File: src/rtl/ahbl_arbiter_pkg.sv
// Shared AHB-Lite definitions for the splitter and arbiter.
// Transfer-type encodings and the address-phase control bundle.
package ahbl_arbiter_pkg;

    localparam logic [1:0] HTRANS_IDLE   = 2'b00;
    localparam logic [1:0] HTRANS_BUSY   = 2'b01;
    localparam logic [1:0] HTRANS_NONSEQ = 2'b10;
    localparam logic [1:0] HTRANS_SEQ    = 2'b11;

    typedef struct packed {
        logic       hwrite;
        logic [1:0] htrans;
        logic [2:0] hsize;
        logic [2:0] hburst;
        logic [3:0] hprot;
        logic       hmastlock;
    } ahbl_ctrl_t;

    localparam int W_CTRL = $bits(ahbl_ctrl_t);

endpackage

File: src/rtl/ahbl_arbiter_onehot_mux.sv
// AND-OR multiplexer driven by a one-hot (or all-zero) select.
// An all-zero select yields an all-zero output.
module ahbl_arbiter_onehot_mux #(
    parameter int N = 2,
    parameter int W = 32
) (
    input  logic [N*W-1:0] din,
    input  logic [N-1:0]   sel,
    output logic [W-1:0]   dout
);

    always_comb begin
        dout = '0;
        for (int i = 0; i < N; i++) begin
            dout = dout | (din[i*W +: W] & {W{sel[i]}});
        end
    end

endmodule

File: src/rtl/ahbl_arbiter.sv
// N-to-1 AHB-Lite arbiter with fixed priority (lowest index wins).
// Losing requests are held in a per-port buffer and replayed later.
module ahbl_arbiter
    import ahbl_arbiter_pkg::*;
#(
    parameter int N_PORTS = 2,
    parameter int W_ADDR  = 32,
    parameter int W_DATA  = 32
) (
    input  logic                  clk,
    input  logic                  rst_n,

    input  logic [N_PORTS-1:0]        src_hready,
    output logic [N_PORTS-1:0]        src_hready_resp,
    output logic [N_PORTS-1:0]        src_hresp,
    input  logic [N_PORTS*W_ADDR-1:0] src_haddr,
    input  logic [N_PORTS-1:0]        src_hwrite,
    input  logic [N_PORTS*2-1:0]      src_htrans,
    input  logic [N_PORTS*3-1:0]      src_hsize,
    input  logic [N_PORTS*3-1:0]      src_hburst,
    input  logic [N_PORTS*4-1:0]      src_hprot,
    input  logic [N_PORTS-1:0]        src_hmastlock,
    input  logic [N_PORTS*W_DATA-1:0] src_hwdata,
    output logic [N_PORTS*W_DATA-1:0] src_hrdata,

    output logic              dst_hready,
    input  logic              dst_hready_resp,
    input  logic              dst_hresp,
    output logic [W_ADDR-1:0] dst_haddr,
    output logic              dst_hwrite,
    output logic [1:0]        dst_htrans,
    output logic [2:0]        dst_hsize,
    output logic [2:0]        dst_hburst,
    output logic [3:0]        dst_hprot,
    output logic              dst_hmastlock,
    output logic [W_DATA-1:0] dst_hwdata,
    input  logic [W_DATA-1:0] dst_hrdata
);

    localparam int W_B = W_ADDR + W_CTRL;

    logic [N_PORTS-1:0]     fresh;
    logic [N_PORTS-1:0]     req_a;
    logic [N_PORTS-1:0]     mast_gnt_a;
    logic [N_PORTS-1:0]     mast_gnt_d;
    logic [N_PORTS-1:0]     buf_valid;
    logic [N_PORTS*W_B-1:0] live_b;
    logic [N_PORTS*W_B-1:0] buf_b;
    logic [N_PORTS*W_B-1:0] src_b;
    logic [W_B-1:0]         sel_b;
    ahbl_ctrl_t             sel_ctrl;

    always_comb begin
        fresh  = '0;
        live_b = '0;
        src_b  = '0;
        for (int i = 0; i < N_PORTS; i++) begin
            fresh[i] = src_htrans[2*i+1] && src_hready[i];
            live_b[i*W_B +: W_B] = {
                src_haddr[i*W_ADDR +: W_ADDR],
                src_hwrite[i],
                src_htrans[i*2 +: 2],
                src_hsize[i*3 +: 3],
                src_hburst[i*3 +: 3],
                src_hprot[i*4 +: 4],
                src_hmastlock[i]
            };
            src_b[i*W_B +: W_B] = buf_valid[i] ?
                buf_b[i*W_B +: W_B] : live_b[i*W_B +: W_B];
        end
    end

    // Isolate the lowest set request bit
    assign req_a      = fresh | buf_valid;
    assign mast_gnt_a = req_a & (~req_a + N_PORTS'(1));

    ahbl_arbiter_onehot_mux #(
        .N (N_PORTS),
        .W (W_B)
    ) u_addr_mux (
        .din  (src_b),
        .sel  (mast_gnt_a),
        .dout (sel_b)
    );

    ahbl_arbiter_onehot_mux #(
        .N (N_PORTS),
        .W (W_DATA)
    ) u_wdata_mux (
        .din  (src_hwdata),
        .sel  (mast_gnt_d),
        .dout (dst_hwdata)
    );

    assign sel_ctrl      = ahbl_ctrl_t'(sel_b[W_CTRL-1:0]);
    assign dst_haddr     = sel_b[W_B-1 -: W_ADDR];
    assign dst_hwrite    = sel_ctrl.hwrite;
    assign dst_htrans    = |mast_gnt_a ? sel_ctrl.htrans : HTRANS_IDLE;
    assign dst_hsize     = sel_ctrl.hsize;
    assign dst_hburst    = sel_ctrl.hburst;
    assign dst_hprot     = sel_ctrl.hprot;
    assign dst_hmastlock = sel_ctrl.hmastlock;
    assign dst_hready    = dst_hready_resp;

    // Responses depend only on registered data-phase state
    always_comb begin
        src_hready_resp = '0;
        for (int i = 0; i < N_PORTS; i++) begin
            src_hready_resp[i] = mast_gnt_d[i] ? dst_hready_resp : !buf_valid[i];
        end
    end

    assign src_hresp  = mast_gnt_d & {N_PORTS{dst_hresp}};
    assign src_hrdata = {N_PORTS{dst_hrdata}};

    always_ff @(posedge clk or negedge rst_n) begin
        if (!rst_n) begin
            mast_gnt_d <= '0;
            buf_valid  <= '0;
            buf_b      <= '0;
        end else begin
            if (dst_hready_resp) begin
                mast_gnt_d <= mast_gnt_a;
            end
            for (int i = 0; i < N_PORTS; i++) begin
                if (buf_valid[i]) begin
                    if (mast_gnt_a[i] && dst_hready_resp) begin
                        buf_valid[i] <= 1'b0;
                    end
                end else if (fresh[i] && !(mast_gnt_a[i] && dst_hready_resp)) begin
                    buf_valid[i]         <= 1'b1;
                    buf_b[i*W_B +: W_B]  <= live_b[i*W_B +: W_B];
                end
            end
        end
    end

    for (genvar g = 0; g < N_PORTS; g++) begin : g_chk
        a_no_fresh_while_buffered: assert property (
            @(posedge clk) disable iff (!rst_n)
            !(fresh[g] && buf_valid[g])
        );
    end

endmodule

File: config.mk
export PLATFORM = sky130hd
export DESIGN_NAME = ahbl_arbiter
export DESIGN_NICKNAME = d
export VERILOG_FILES = /design/src/rtl/ahbl_arbiter_pkg.sv /design/src/rtl/ahbl_arbiter_onehot_mux.sv /design/src/rtl/ahbl_arbiter.sv
export SDC_FILE = /design/constraint.sdc
export NUM_CORES = 1
export LEC_CHECK = 0
export ABC_AREA = 1
export CAP_MARGIN = 10
export CORE_AREA = 2 2 131 133
export CTS_CLUSTER_SIZE = 12
export DETAILED_ROUTE_END_ITERATION = 12
export DIE_AREA = 0 0 133 135
export GPL_ROUTABILITY_DRIVEN = 0
export PLACE_DENSITY = 0.88
export SYNTH_ARGS = -nofsm -noshare
export SYNTH_HDL_FRONTEND = slang
export SYNTH_SLANG_ARGS = --single-unit
File: constraint.sdc
create_clock -name clk -period 2.9 [get_ports clk]
set_clock_uncertainty 0.2 [all_clocks]
set_input_delay 0.87 -clock clk [delete_from_list [all_inputs] [get_ports clk]]
set_output_delay 0.87 -clock clk [all_outputs]
set_load 0.01 [all_outputs]
; Word level (Yosys, flattened, before mapping)
; Index checks and enable logic that the tools add are counted.
[totals]
ff_bits = 96
input_bits = 194
out_inout_bits = 147
[op_classes]
reduce_logical = 13
bitwise = 12
mux = 11
addsub = 1
[op_table]
columns = operator, count
row1 = $and A46 B46 Y46, 2
row2 = $mux W46, 2
row3 = $and A32 B32 Y32, 2
row4 = $or A46 B46 Y46, 1
row5 = $or A32 B32 Y32, 1
row6 = $mux W1, 8
row7 = $logic_and A1 B1 Y1, 6
row8 = $and A2 B2 Y2, 2
row9 = $logic_not A1 Y1, 4
row10 = $reduce_and A2 Y1, 2
row11 = $add A2 B1 Y2 const B, 1
row12 = $mux W2, 1
row13 = $not A1 Y1, 2
row14 = $not A2 Y2, 1
row15 = $or A2 B2 Y2, 1
row16 = $reduce_or A2 Y1, 1

; Depth between registers and ports, before layout
[logic_depth]
word_depth = 10
ltp_mapped = 8
ltp_nobuf = 6

; Hierarchy
; A second synthesis with hierarchy kept.
[hier_totals]
hier_cells = 988
area_unflattened_um2 = 6391.1
[modules_own_cells]
columns = module, area_per_inst_um2, instances, seq_area_each_um2, cells_per_inst
row1 = ahbl_arbiter, 5332.6, 1, 2402.3, 738
row2 = ahbl_arbiter_onehot_mux at u_addr_mux, 630.6, 1, 0.0, 148
row3 = ahbl_arbiter_onehot_mux at u_wdata_mux, 427.9, 1, 0.0, 102

; Worst setup path before layout
; Ideal clock, no wire load.
[synth_path]
path_kind = input to output
start = input port src_htrans[3]
end = output port dst_haddr[0]
slack_ns = 0.109
stages = 5
path_buffers = 1
t_required_ns = 1.830
arrival_time_ns = 1.721
path_cell_list = nand2_1 > a21oi_4 > clkbuf_1 > nand2_1 > nand3_1
[synth_between]
elab_chain_len = 7
[synth_lines]
columns = item, line_no
row1 = start: declaration, ahbl_arbiter.sv:18  ; input logic [N_PORTS*2-1:0] src_htrans,
row2 = $logic_and A1 B1 Y1 (*), ahbl_arbiter.sv:58  ; fresh[i] = src_htrans[2*i+1] && src_hready[i];
row3 = $or A2 B2 Y2 (*), ahbl_arbiter.sv:74  ; assign req_a = fresh | buf_valid;
row4 = $not A2 Y2, ahbl_arbiter.sv:75  ; assign mast_gnt_a = req_a & (~req_a + N_PORTS'(1));
row5 = $add A2 B1 Y2, ahbl_arbiter.sv:75
row6 = $and A2 B2 Y2 (*), ahbl_arbiter.sv:75
row7 = $and A46 B46 Y46 (*), ahbl_arbiter_onehot_mux.sv:15  ; dout = dout | (din[i*W +: W] & {W{sel[i]}});
row8 = $or A46 B46 Y46 (*), ahbl_arbiter_onehot_mux.sv:15
row9 = end: declaration, ahbl_arbiter.sv:29  ; output logic [W_ADDR-1:0] dst_haddr,
; Every way passes the cells marked *; elsewhere a longest branch is shown, timed or not.

; Worst setup path in the final report
[layout_path]
start = input port src_htrans[1]
end = output port dst_haddr[6]
[layout_between]
elab_chain_len = 7
[layout_lines]
columns = item, line_no
row1 = $logic_and A1 B1 Y1 (*), ahbl_arbiter.sv:58
row2 = $or A2 B2 Y2 (*), ahbl_arbiter.sv:74
row3 = $not A2 Y2, ahbl_arbiter.sv:75
row4 = $add A2 B1 Y2, ahbl_arbiter.sv:75
row5 = $and A2 B2 Y2 (*), ahbl_arbiter.sv:75
row6 = $and A46 B46 Y46, ahbl_arbiter_onehot_mux.sv:15
row7 = $or A46 B46 Y46 (*), ahbl_arbiter_onehot_mux.sv:15
; Marks and branches as above.

==> summary.md <==
| Metric | Value |
|---|---|
| Die area | `18000 µm²` |
| # fillers | `between 1000 and 1500` |
| Crit path launch | `src_htrans[1]` |
| Slew HR | `67.0%` |
| Clock Tree Buf Depth | `2` |
| Initial Util | `a little over a third` |
| Final Max Tran Viols | `0` |
| Cell row count | `47` |
| Status | `finished with violations` |
| Worst path cell trace | `buf_8, nand2_4, nand2_4, a21oi_4, buf_6, buf_6, buf_12, buf_12, nand2_4, nand3_2, buf_6` |
| Worst setup margin | `-0.113 ns` |
| DR iter-0 viols | `426` |
| Clock sinks | `96` |
| Leakage | `between 5 and 6 nW` |
| Area grow syn2layout | `59.6%` |
| Post-Syn Instances | `between 800 and 900` |
| WS Path Type | `input port to primary output` |
| Crit path required time | `between 1.5 and 2 ns` |
| N_diodes | `0` |
| Pin count of the biggest net entering global routing | `47` |
| All-Layer GR Usage | `~25%` |
| CTS tree | `built` |
| Clock transition at the registers of the reported paths | `about 0.060 ns` |
| Peak Freq | `0.332 GHz` |
| I/O Pins | `about 340` |
| Initial antenna violation count | `0` |
| Multi-input logic area | `approximately 3300 µm²` |
| Cell Pwr Density | `700 nW/µm²` |
| Hold crit path type | `register to register` |
| Mapped Area | `about 6000 µm²` |
| Final hold viol count | `0` |
| Final setup viols | `37` |
| Drt pass-1 iters | `7` |
| Wire per inst | `roughly 18 µm` |
| Top_reg_cell synth | `dfrtp_1` |
| Measured slew at the worst slew-check pin | `roughly 0.5 ns` |
| Final min period | `~3.0 ns` |
| Post-route ant nets | `0` |
| Final std cells w/o fill | `around 1300` |
| Slowest stage cell on the critical path | `a21oi_4` |
| Vias in the first global route | `between 6000 and 7000` |
| Critical Path AT | `1.94 ns` |
| Fraction of layout cells with a size suffix above 1 | `about a fifth` |
| Die width | `around 130 µm` |
| Max-Cap Viols | `0` |
| Endpoint class of the critical path | `primary output` |
| Mapped Nets | `approximately 1100` |
| Register bit total from synthesis | `96` |
| GR Overflow Total | `0` |
| VDD IR max | `around 0.00041 V` |
| Hold Path Origin | `buf_b[58]$_DFFE_PN0P_` |
| Library cells used by synthesis | `18` |
| CP max FO | `6` |
| Hold Buf Count CTS | `0` |
| Placed instance count | `1249` |
| DRC viols | `0` |
| Crit path max-delay family | `buffers and inverters` |
| TritonCTS Buffers | `9` |
| Post-DP HPWL | `14.4 mm` |
| Port buffer count | `approximately 240` |
| Synth Area per Inst | `roughly 6.8 µm²` |
| Storage cell area | `2400 µm²` |
| Unrepaired setup endpoints after global routing | `yes` |
| Post-synth EDFFs | `0` |
| Crit Reg-Reg Startpoint | `buf_valid[0]$_DFF_PN0_` |
| First-pass GRT wire length | `approximately 35 mm` |
| Synthesis Warnings | `0` |
| Total Power | `around 6.7 mW` |
| Seq/Total Area, Yosys | `40.2%` |
| Vias/cell | `a little over 5` |
| Routed Wire Length | `approximately 23 mm` |
| CTS Root Cell | `clkbuf_16` |
| Core ar. | `approximately 16000 µm²` |
| Crit path buffers/inverters | `6` |
| Routed via count | `around 6700` |
| Die height | `135 µm` |
| NumNets Final | `between 1000 and 1500` |
| Crit share post-route | `104%` |
| Share of synthesized flip-flops with an asynchronous set or reset | `between 90% and 100%` |
| Place WS | `-0.871 ns` |
| Most common cell after layout, fill and taps aside | `nand2_1` |
| CTS H-Tree Depth | `3` |
| Max incr delay on CP | `approximately 0.14 ns` |
| Startpoint types | `input port` |
| Violated checks | `setup timing` |
| Clk_lat worst skew | `around 0.34 ns` |
| Commonest non-fill, non-tap cells in the layout | `nand2_1, clkdlybuf4s50_1, nand3_1` |
[layout make-up]
class | instances | share of cell area (%)
Clock inverter | 4 | 0.538
Timing Repair Buffer | 303 | 34.1
Multi-Input combinational cell | 648 | 34.3
Sequential cell | 96 | 25.2
Inverter | 7 | 0.276
Tap cell | 220 | 2.89
Clock buffer | 12 | 2.69
[cell usage after synthesis, types with 3 or more instances]
cell type,instances,share of area [%]
o21ai_0,4,0.34
clkbuf_1,35,2.2
inv_1,4,0.25
a22o_1,32,4.7
buf_1,3,0.19
nand3_1,136,11
dfrtp_1,96,40
buf_4,69,8.7
buf_2,17,1.4
inv_2,3,0.19
nand2_1,469,29
[per-stage QoR]
stage	setup TNS [ns]	hold WS (ns)	instance area, µm²	util [%]
CTS	-3.11	0.262	9510	58.0
global route	-2.66	0.272	9530	58.1
detailed placement	-45.97	0.239	8370	51.0
floorplan	0	0.218	5970	-
global placement	-43.56	0.235	8370	51.0
finish	-1.38	0.263	9530	58.1
[worst paths after layout]
kind	endpoint	slack, ns	cells after the start
min	buf_b[58]$_DFFE_PN0P_	0.26	2
max reg2reg	buf_b[75]$_DFFE_PN0P_	1.05	7
min in group asynchronous	buf_b[25]$_DFFE_PN0P_	0.28	1
min reg2reg	buf_b[58]$_DFFE_PN0P_	0.26	2
max in group asynchronous	buf_b[4]$_DFFE_PN0P_	1.59	2
max	dst_haddr[6]	-0.11	11
[power by group]
group	leakage [nW]	internal, mW	switching (mW)	total, mW
registers	1.19	1.77	0.239	2.01
logic	3.74	1.56	1.87	3.43
clock network	0.149	0.718	0.512	1.23
[timing repair]
action | in CTS | in global routing
setup buffers | 18 | 1
pin swaps | 6 | 8
gates resized for setup | 395 | 30
cloned | 9 | 2
setup endpoints to repair | 83 | 54
[flip-flops by register name (all words and copies together), names as in the netlist]
name,flops
mast_gnt_d,2
buf_b,92
buf_valid,2
[cell families after synthesis]
| group | share of synthesized area [%] |
|---|---|
| AOI/OAI and AO/OA | 5.47 |
| and+or+nand+nor | 41.4 |
| DFF | 40.2 |
| buffers and inverters | 12.9 |
[worst register-to-register path: cells and delay by family (launching register included)]
kind / cells / cell delay, ns
AND/OR/NAND/NOR: 3 / 0.31
AO/OA/AOI/OAI: 1 / 0.08
buffers and inverters: 3 / 0.77
flip-flops: 1 / 0.43
[routing by layer]
layer	share of wire, %	vias to the layer above	track usage [%]
li1	-	3114	-
met1	39	3163	29.0
met2	49	289	43.9
met3	7.1	102	5.71
met4	4.7	0	12.5
met5	0	-	0
Power figures use the tool's default switching activity.
